[src/rtl/fir_mac_sequencer.sv]
// fir_mac_sequencer: control schedule for a time-multiplexed FIR datapath.
// Accepts one sample per handshake, steps a shared MAC unit through all taps,
// waits out the MAC pipeline latency and presents the result via valid/ready.
// The delay line is zero-flushed after reset and on request from IDLE.
module fir_mac_sequencer #(
    parameter int NTAPS   = 16,
    parameter int ADDR_W  = 4,
    parameter int MAC_LAT = 2
) (
    input  logic              clk_i,
    input  logic              rst_ni,
    input  logic              in_valid_i,
    output logic              in_ready_o,
    input  logic              flush_i,
    output logic              wr_en_o,
    output logic              wr_zero_o,
    output logic [ADDR_W-1:0] wr_addr_o,
    output logic [ADDR_W-1:0] rd_addr_o,
    output logic [ADDR_W-1:0] coef_addr_o,
    output logic              mac_en_o,
    output logic              mac_clr_o,
    output logic              mac_last_o,
    output logic              out_valid_o,
    input  logic              out_ready_i,
    output logic              busy_o
);

    typedef enum logic [2:0] {
        S_INIT  = 3'd0,
        S_FLUSH = 3'd1,
        S_IDLE  = 3'd2,
        S_MAC   = 3'd3,
        S_DRAIN = 3'd4,
        S_HOLD  = 3'd5
    } state_t;

    // Last value of the tap/step counter, and last drain step.
    localparam logic [ADDR_W:0]   K_LAST    = (ADDR_W+1)'(NTAPS - 1);
    localparam logic [2:0]        D_LAST    = 3'(MAC_LAT - 1);
    localparam logic [ADDR_W-1:0] HEAD_INIT = ADDR_W'(NTAPS - 1);

    state_t              state_q, state_d;
    logic [ADDR_W-1:0]   head_q, head_d;
    logic [ADDR_W:0]     k_q, k_d;
    logic [2:0]          drain_q, drain_d;
    logic [ADDR_W-1:0]   k_addr;

    assign k_addr = k_q[ADDR_W-1:0];

    // State, newest-sample pointer and counters; reset discards any work in flight.
    always_ff @(posedge clk_i or negedge rst_ni) begin
        if (!rst_ni) begin
            state_q <= S_INIT;
            head_q  <= HEAD_INIT;
            k_q     <= '0;
            drain_q <= '0;
        end else begin
            state_q <= state_d;
            head_q  <= head_d;
            k_q     <= k_d;
            drain_q <= drain_d;
        end
    end

    // Next-state logic and output decode; everything defaults to idle/zero.
    always_comb begin
        state_d     = state_q;
        head_d      = head_q;
        k_d         = k_q;
        drain_d     = drain_q;
        in_ready_o  = 1'b0;
        wr_en_o     = 1'b0;
        wr_zero_o   = 1'b0;
        wr_addr_o   = '0;
        rd_addr_o   = '0;
        coef_addr_o = '0;
        mac_en_o    = 1'b0;
        mac_clr_o   = 1'b0;
        mac_last_o  = 1'b0;
        out_valid_o = 1'b0;
        busy_o      = 1'b0;

        case (state_q)
            S_INIT: begin
                head_d  = HEAD_INIT;
                k_d     = '0;
                state_d = S_FLUSH;
            end

            S_FLUSH: begin
                busy_o    = 1'b1;
                wr_en_o   = 1'b1;
                wr_zero_o = 1'b1;
                wr_addr_o = k_addr;
                if (k_q == K_LAST) begin
                    head_d  = HEAD_INIT;
                    state_d = S_IDLE;
                end else begin
                    k_d = k_q + 1'b1;
                end
            end

            S_IDLE: begin
                // A pending flush blocks acceptance so no sample is lost to it.
                in_ready_o = ~flush_i;
                if (flush_i) begin
                    k_d     = '0;
                    state_d = S_FLUSH;
                end else if (in_valid_i) begin
                    wr_en_o   = 1'b1;
                    wr_addr_o = head_q + 1'b1;
                    head_d    = head_q + 1'b1;
                    k_d       = '0;
                    state_d   = S_MAC;
                end
            end

            S_MAC: begin
                busy_o      = 1'b1;
                mac_en_o    = 1'b1;
                coef_addr_o = k_addr;
                rd_addr_o   = head_q - k_addr;
                mac_clr_o   = (k_q == '0);
                mac_last_o  = (k_q == K_LAST);
                if (k_q == K_LAST) begin
                    drain_d = '0;
                    state_d = (MAC_LAT == 0) ? S_HOLD : S_DRAIN;
                end else begin
                    k_d = k_q + 1'b1;
                end
            end

            S_DRAIN: begin
                // Let the last product propagate into the accumulator.
                busy_o = 1'b1;
                if (drain_q == D_LAST) begin
                    state_d = S_HOLD;
                end else begin
                    drain_d = drain_q + 3'd1;
                end
            end

            S_HOLD: begin
                busy_o      = 1'b1;
                out_valid_o = 1'b1;
                if (out_ready_i) begin
                    state_d = S_IDLE;
                end
            end

            default: begin
                state_d = S_INIT;
            end
        endcase
    end

endmodule

[config.mk]
export PLATFORM = sky130hd
export DESIGN_NAME = fir_mac_sequencer
export DESIGN_NICKNAME = d
export VERILOG_FILES = /design/src/rtl/fir_mac_sequencer.sv
export SDC_FILE = /design/constraint.sdc
export NUM_CORES = 1
export LEC_CHECK = 0
export CAP_MARGIN = 40
export CORE_ASPECT_RATIO = 1.5
export CORE_UTILIZATION = 50
export DETAILED_ROUTE_END_ITERATION = 10
export PLACE_DENSITY = 0.79
export SKIP_LAST_GASP = 1
export SYNTH_ARGS = -nofsm -noshare
export SYNTH_HDL_FRONTEND = slang
export SYNTH_SLANG_ARGS = --single-unit
[constraint.sdc]
create_clock -name clk_i -period 2.5 [get_ports clk_i]
set_clock_uncertainty 0.1 [all_clocks]
set_input_delay 0.375 -clock clk_i [delete_from_list [all_inputs] [get_ports clk_i]]
set_output_delay 0.375 -clock clk_i [all_outputs]
set_load 0.005 [all_outputs]
==> Word-level counts from Yosys, hierarchy flattened <==
Index checks and enable logic that the tools add are counted.
{ "totals": {"reg_bits": 15, "input_bits": 5, "output_inout_bits": 20, "wordCells": 69} }
{ "op_classes": {"n_addsub": 4, "eq_ne": 16, "muxes": 33, "bitwise": 1, "reduce_logical": 11} }
{ "op_table": {"columns": ["operator", "count"], "rows": [
  ["$mux W4", 7],
  ["$mux W3", 8],
  ["$pmux W3 S6", 1],
  ["$ne A2 B2 Y1 const B", 8],
  ["$mux W5", 3],
  ["$pmux W5 S3", 1],
  ["$pmux W4 S3", 1],
  ["$mux W1", 9],
  ["$pmux W4 S2", 1],
  ["$eq A3 B1 Y1 const B", 2],
  ["$eq A3 B2 Y1 const B", 2],
  ["$eq A3 B3 Y1 const B", 2],
  ["$pmux W3 S2", 1],
  ["$reduce_and A3 Y1", 2],
  ["$reduce_bool A3 Y1", 2],
  ["$add A5 B1 Y5 const B", 1],
  ["$eq A5 B4 Y1 const B", 1],
  ["$logic_not A5 Y1", 1],
  ["$reduce_and A5 Y1", 1],
  ["$add A4 B1 Y4 const B", 1],
  ["$reduce_and A4 Y1", 1],
  ["$reduce_or A4 Y1", 1],
  ["$sub A4 B4 Y4", 1],
  ["$add A3 B1 Y3 const B", 1],
  ["6 further kinds", 6]
]} }

==> Longest topological paths before layout <==
{ "depth": {"word_depth": 4, "ltp_mapped": 8, "depth_no_buf": 7} }

==> Worst setup path after synthesis <==
Ideal clock, no wire load.
{ "synth_timing": {"kind": "reg-to-output", "start": "register head_q[1]", "end": "output rd_addr_o[3]", "arrival_ns": 1.401, "required_ns": 2.025, "slack_ns": 0.624, "stages_incl_launch_ff": 6, "n_path_buf": 0, "path_cell_list": "dfstp_2 > ha_1 > nor2b_1 > o21a_1 > o21ai_0 > nor3b_1"} }
{ "synth_via": {"elab_chain_cells": 2} }
{ "synth_rtl": {"columns": ["element", "line_no", "source"], "rows": [
  ["start, declared", "43", "logic [ADDR_W-1:0] head_q, head_d;"],
  ["start signal, assigned", "54", "head_q <= HEAD_INIT;"],
  ["start signal, assigned", "59", "head_q <= head_d;"],
  ["$sub A4 B4 Y4", "122", "rd_addr_o = head_q - k_addr;"],
  ["$mux W4", "83", "case (state_q)"],
  ["end, declared", "18", "output logic [ADDR_W-1:0] rd_addr_o,"]
]} }
No other way between the ends.

==> Worst setup path after layout <==
{ "layout_timing": {"start": "register k_q[1]", "end": "output mac_last_o"} }
{ "layout_via": {"elab_chain_cells": 2} }
{ "layout_rtl": {"columns": ["element", "line_no", "source"], "rows": [
  ["start, declared", "44", "logic [ADDR_W:0] k_q, k_d;"],
  ["start signal, assigned", "60", "k_q <= k_d;"],
  ["$eq A5 B4 Y1", "124", "mac_last_o = (k_q == K_LAST);"],
  ["$mux W1", "83", null],
  ["end, declared", "22", "output logic mac_last_o,"]
]} }
No other way between the ends.

==> out/results.tsv <==
stage	metric	value	unit
outcome	result_of_the_run	complete, no violations	
sta	finalHoldViolCount	0	
cts	ctsLongestPathBuffers	2	
floorplan	die_width	40.7	µm
floorplan	die_area	0.00245	mm²
power_and_ir_drop	clock_power_share	8.7	%
power_and_ir_drop	pwr-share-seq	25.6	%
sta	worst_slew_margin_rel	53.9	%
global_route	number_of_global_route_vias_before_repair	982	
sta	final-setup-viol-count	0	
sta	setup_total_negative_slack	0	ns
place	gp_congestion	0.785	
critical_path	crit_start	k_q[1]$_DFFE_PN0P_	
synthesis	synth_top_cell_by_area	sky130_fd_sc_hd__dfrtp_1	
layout	finish.cell_count_without_fillers	186	
floorplan	coreArea	0.00208	mm²
synthesis	syn_avg_cell_area	8.79	µm²
power_and_ir_drop	power.share.switching	39.0	%
synthesis	synth_area_leaders	sky130_fd_sc_hd__dfrtp_1, sky130_fd_sc_hd__ha_1, sky130_fd_sc_hd__dfstp_2	
synthesis	ys_dominant_reg_cell	sky130_fd_sc_hd__dfrtp_1	
cts	worst_skew_pair.late_latency	0.28	ns
global_route	number_of_antenna_violations_at_the_first_check_in_global_routing	0	
layout	design.final.nets	180	
global_route	globalRouteTotalUtil	24.9	%
detailed_routing	drc_errors	0	
critical_path	critical_path.endpoint_type	output port	
layout	n_fill_cell	159	
synthesis	synthTopCellsByCount	sky130_fd_sc_hd__nor2_1, sky130_fd_sc_hd__nand2_1, sky130_fd_sc_hd__dfrtp_1, sky130_fd_sc_hd__inv_1, sky130_fd_sc_hd__ha_1	
sta	setup_repair_after_global_routing_missed_its_margin	yes	
layout	drive_above_1_share	21.3	%
power_and_ir_drop	power.density	1050	mW/mm²
cts	cts.sink_count	15	
place	dp_hpwl	2050	µm
global_route	grt_pass1_wl	4120	µm
place	numPlacedInstances	180	
synthesis	synth_top_area_share	24.5	%
synthesis	async_sr_flop_fraction	100	%
floorplan	rows	20	
critical_path	critical_path_peak_fanout	5	
cts	cts_root_cell	sky130_fd_sc_hd__clkbuf_4	
layout	antenna_diode_instance_count	0	
cts	hold_buffers	0	
power_and_ir_drop	p_leak	0.000718	µW
synthesis	synthCells	128	
detailed_routing	post_route_ant_nets	0	
critical_path	setup.worst_path.start_class	flip-flop	
power_and_ir_drop	power.ir.vdd_worst	0.000550	V
sta	fin_hold_ws	0.385	ns
synthesis	synth_seq_cells	15	
power_and_ir_drop	comb_power_share	65.7	%
power_and_ir_drop	cellInternalPower	968	µW
hold_path	min_from	k_q[4]$_DFFE_PN0P_	
detailed_routing	routed_wirelength	2540	µm
cts	tritoncts.num_buffers	3	
synthesis	synthesis.yosys.warnings	0	
sta	timing.final.ws_setup	0.0618	ns
cts	cts_tree	yes	
power_and_ir_drop	power_switching	618	µW
critical_path	critPathRequiredTime	2.03	ns
sta	layout_min_cycle_time	2.44	ns
detailed_routing	detail_route.first_pass.iterations	4	
floorplan	effective_utilization_at_floorplan	54.2	%
place	dp_worst_setup_slack	-0.0151	ns
global_route	grt-ovfl-total	0	
sta	slew_violations	0	
critical_path	worst-endpoint-arrival	1.96	ns
layout	regArea	383	µm²
place	portBuffers	24	
synthesis	syn-cell-area	0.00112	mm²
layout	flow.area_growth_from_synthesis	34.0	%
run	max_cap_viol_count	0	
detailed_routing	detailedRoute.firstIterationViolations	15	
detailed_routing	post_drt_via_cell_ratio	5.60	
synthesis	number_of_enable_flip_flop_cells_after_synthesis	0	
global_route	grt_max_degree	16	
synthesis	ys_types	42	
sta	max_freq	0.410	GHz
floorplan	boundaryPins	25	
sta	timing.final.crit_share	97.5	%
cts	h_tree_levels	1	
critical_path	worst_r2r_startpoint	k_q[1]$_DFFE_PN0P_	
synthesis	synth-seq-area-share	33.8	%
synthesis	mappedNetlistNets	143	
cts	clk_transition_reported_paths	0.08	ns
critical_path	critical_path_class	reg -> out	
floorplan	floorplan.die.height	60.1	µm
detailed_routing	post_drt_wl_per_cell	13.6	µm
sta	worst_slew_pin_slew	0.689	ns
layout	multi_input_area	688	µm²
detailed_routing	via_count	1042	
hold_path	hold_path_class	reg -> reg	
synthesis	post-synth-top-count-cell	sky130_fd_sc_hd__nor2_1	
logic make-up (layout without fill, tap and decap cells):
logic type	count (synthesis)	in the layout	share of synthesized area, %
multiplexers	1	1	1.00
buffers and inverters	17	53	6.78
AND/OR/NAND/NOR	53	53	25.8
adder cells (fa/ha/maj)	10	10	11.8
AO/OA/AOI/OAI	26	26	16.1
XOR/XNOR	6	6	4.67
flip-flops	15	15	33.8
critical path, stage by stage (launching register included):
cell	delay [ns]
sky130_fd_sc_hd__dfrtp_1	0.38
sky130_fd_sc_hd__buf_4	0.15
sky130_fd_sc_hd__ha_1	0.19
sky130_fd_sc_hd__and3_1	0.19
sky130_fd_sc_hd__ha_2	0.21
sky130_fd_sc_hd__nand2_4	0.09
sky130_fd_sc_hd__inv_1	0.04
sky130_fd_sc_hd__clkdlybuf4s50_1	0.43
power by group through the flow:
stage | logic [µW] | registers (µW) | clock network [µW]
3_5_place_dp | 1020 | 408 | 0
4_1_cts | 1030 | 404 | 144
2_1_floorplan | 564 | 407 | 0
6_report | 1040 | 406 | 138
3_3_place_gp | 991 | 406 | 0
5_1_grt | 1170 | 419 | 152
sequential cells by signal, indices dropped and copies added, names as in the netlist:
signal,flops
drain_q,3
head_q,4
k_q,5
state_q,3
per-stage QoR:
stage	util, %	total power, µW	cell area, µm²
after floorplan	-	972	1120
after global placement	69.6	1400	1450
after detailed placement	69.6	1430	1450
after CTS	71.7	1580	1490
after global routing	72.6	1740	1510
final	72.6	1590	1510
metal layers:
metal	global-route usage (%)	share of wire, %
met1	27.3	40
met2	44.9	54
met3	3.35	3.6
met4	10.0	2.0
met5	0	0
repair_timing:
action | CTS | global route
pin swaps | 1 | 2
buffers inserted | 1 | 1
setup endpoints to repair | 7 | 5
gates resized for setup | 9 | 5
cloned | 0 | 0
path summary, 6_finish.rpt:
check | to | slack, ns | cells after the start
max | mac_last_o | 0.06 | 7
min | k_q[4]$_DFFE_PN0P_ | 0.39 | 2
max reg2reg | head_q[0]$_DFFE_PN1P_ | 0.46 | 8
min reg2reg | k_q[4]$_DFFE_PN0P_ | 0.39 | 2
max in group asynchronous | k_q[0]$_DFFE_PN0P_ | 1.42 | 1
min in group asynchronous | state_q[2]$_DFFE_PN0P_ | 0.40 | 1
final cells by class:
class | count | area share, %
flip-flops and latches | 15 | 25.4
multi-input cells | 96 | 45.6
inverters | 12 | 3.15
clock buffers | 4 | 1.74
repair buffers | 37 | 22.2
well taps | 22 | 1.83
cells in the final DEF (no fill, tap or decap), types with 2 or more instances in the layout:
master / instances
sky130_fd_sc_hd__a21oi_1: 3
sky130_fd_sc_hd__and2_1: 3
sky130_fd_sc_hd__and3_1: 2
sky130_fd_sc_hd__buf_4: 13
sky130_fd_sc_hd__clkbuf_4: 3
sky130_fd_sc_hd__clkdlybuf4s50_1: 19
sky130_fd_sc_hd__dfrtp_1: 9
sky130_fd_sc_hd__dfrtp_2: 2
sky130_fd_sc_hd__dfstp_2: 4
sky130_fd_sc_hd__dlygate4sd2_1: 4
sky130_fd_sc_hd__ha_1: 7
sky130_fd_sc_hd__ha_2: 2
sky130_fd_sc_hd__inv_1: 10
sky130_fd_sc_hd__nand2_1: 12
sky130_fd_sc_hd__nand2b_1: 2
sky130_fd_sc_hd__nand3_1: 6
sky130_fd_sc_hd__nor2_1: 14
sky130_fd_sc_hd__nor2b_1: 2
sky130_fd_sc_hd__o211ai_1: 2
sky130_fd_sc_hd__o21a_1: 2
sky130_fd_sc_hd__o21ai_0: 7
sky130_fd_sc_hd__o31ai_1: 2
sky130_fd_sc_hd__o41ai_1: 2
sky130_fd_sc_hd__or3_1: 2
sky130_fd_sc_hd__xnor2_1: 4
sky130_fd_sc_hd__xor2_1: 2
(Power assumes the default switching activity.)
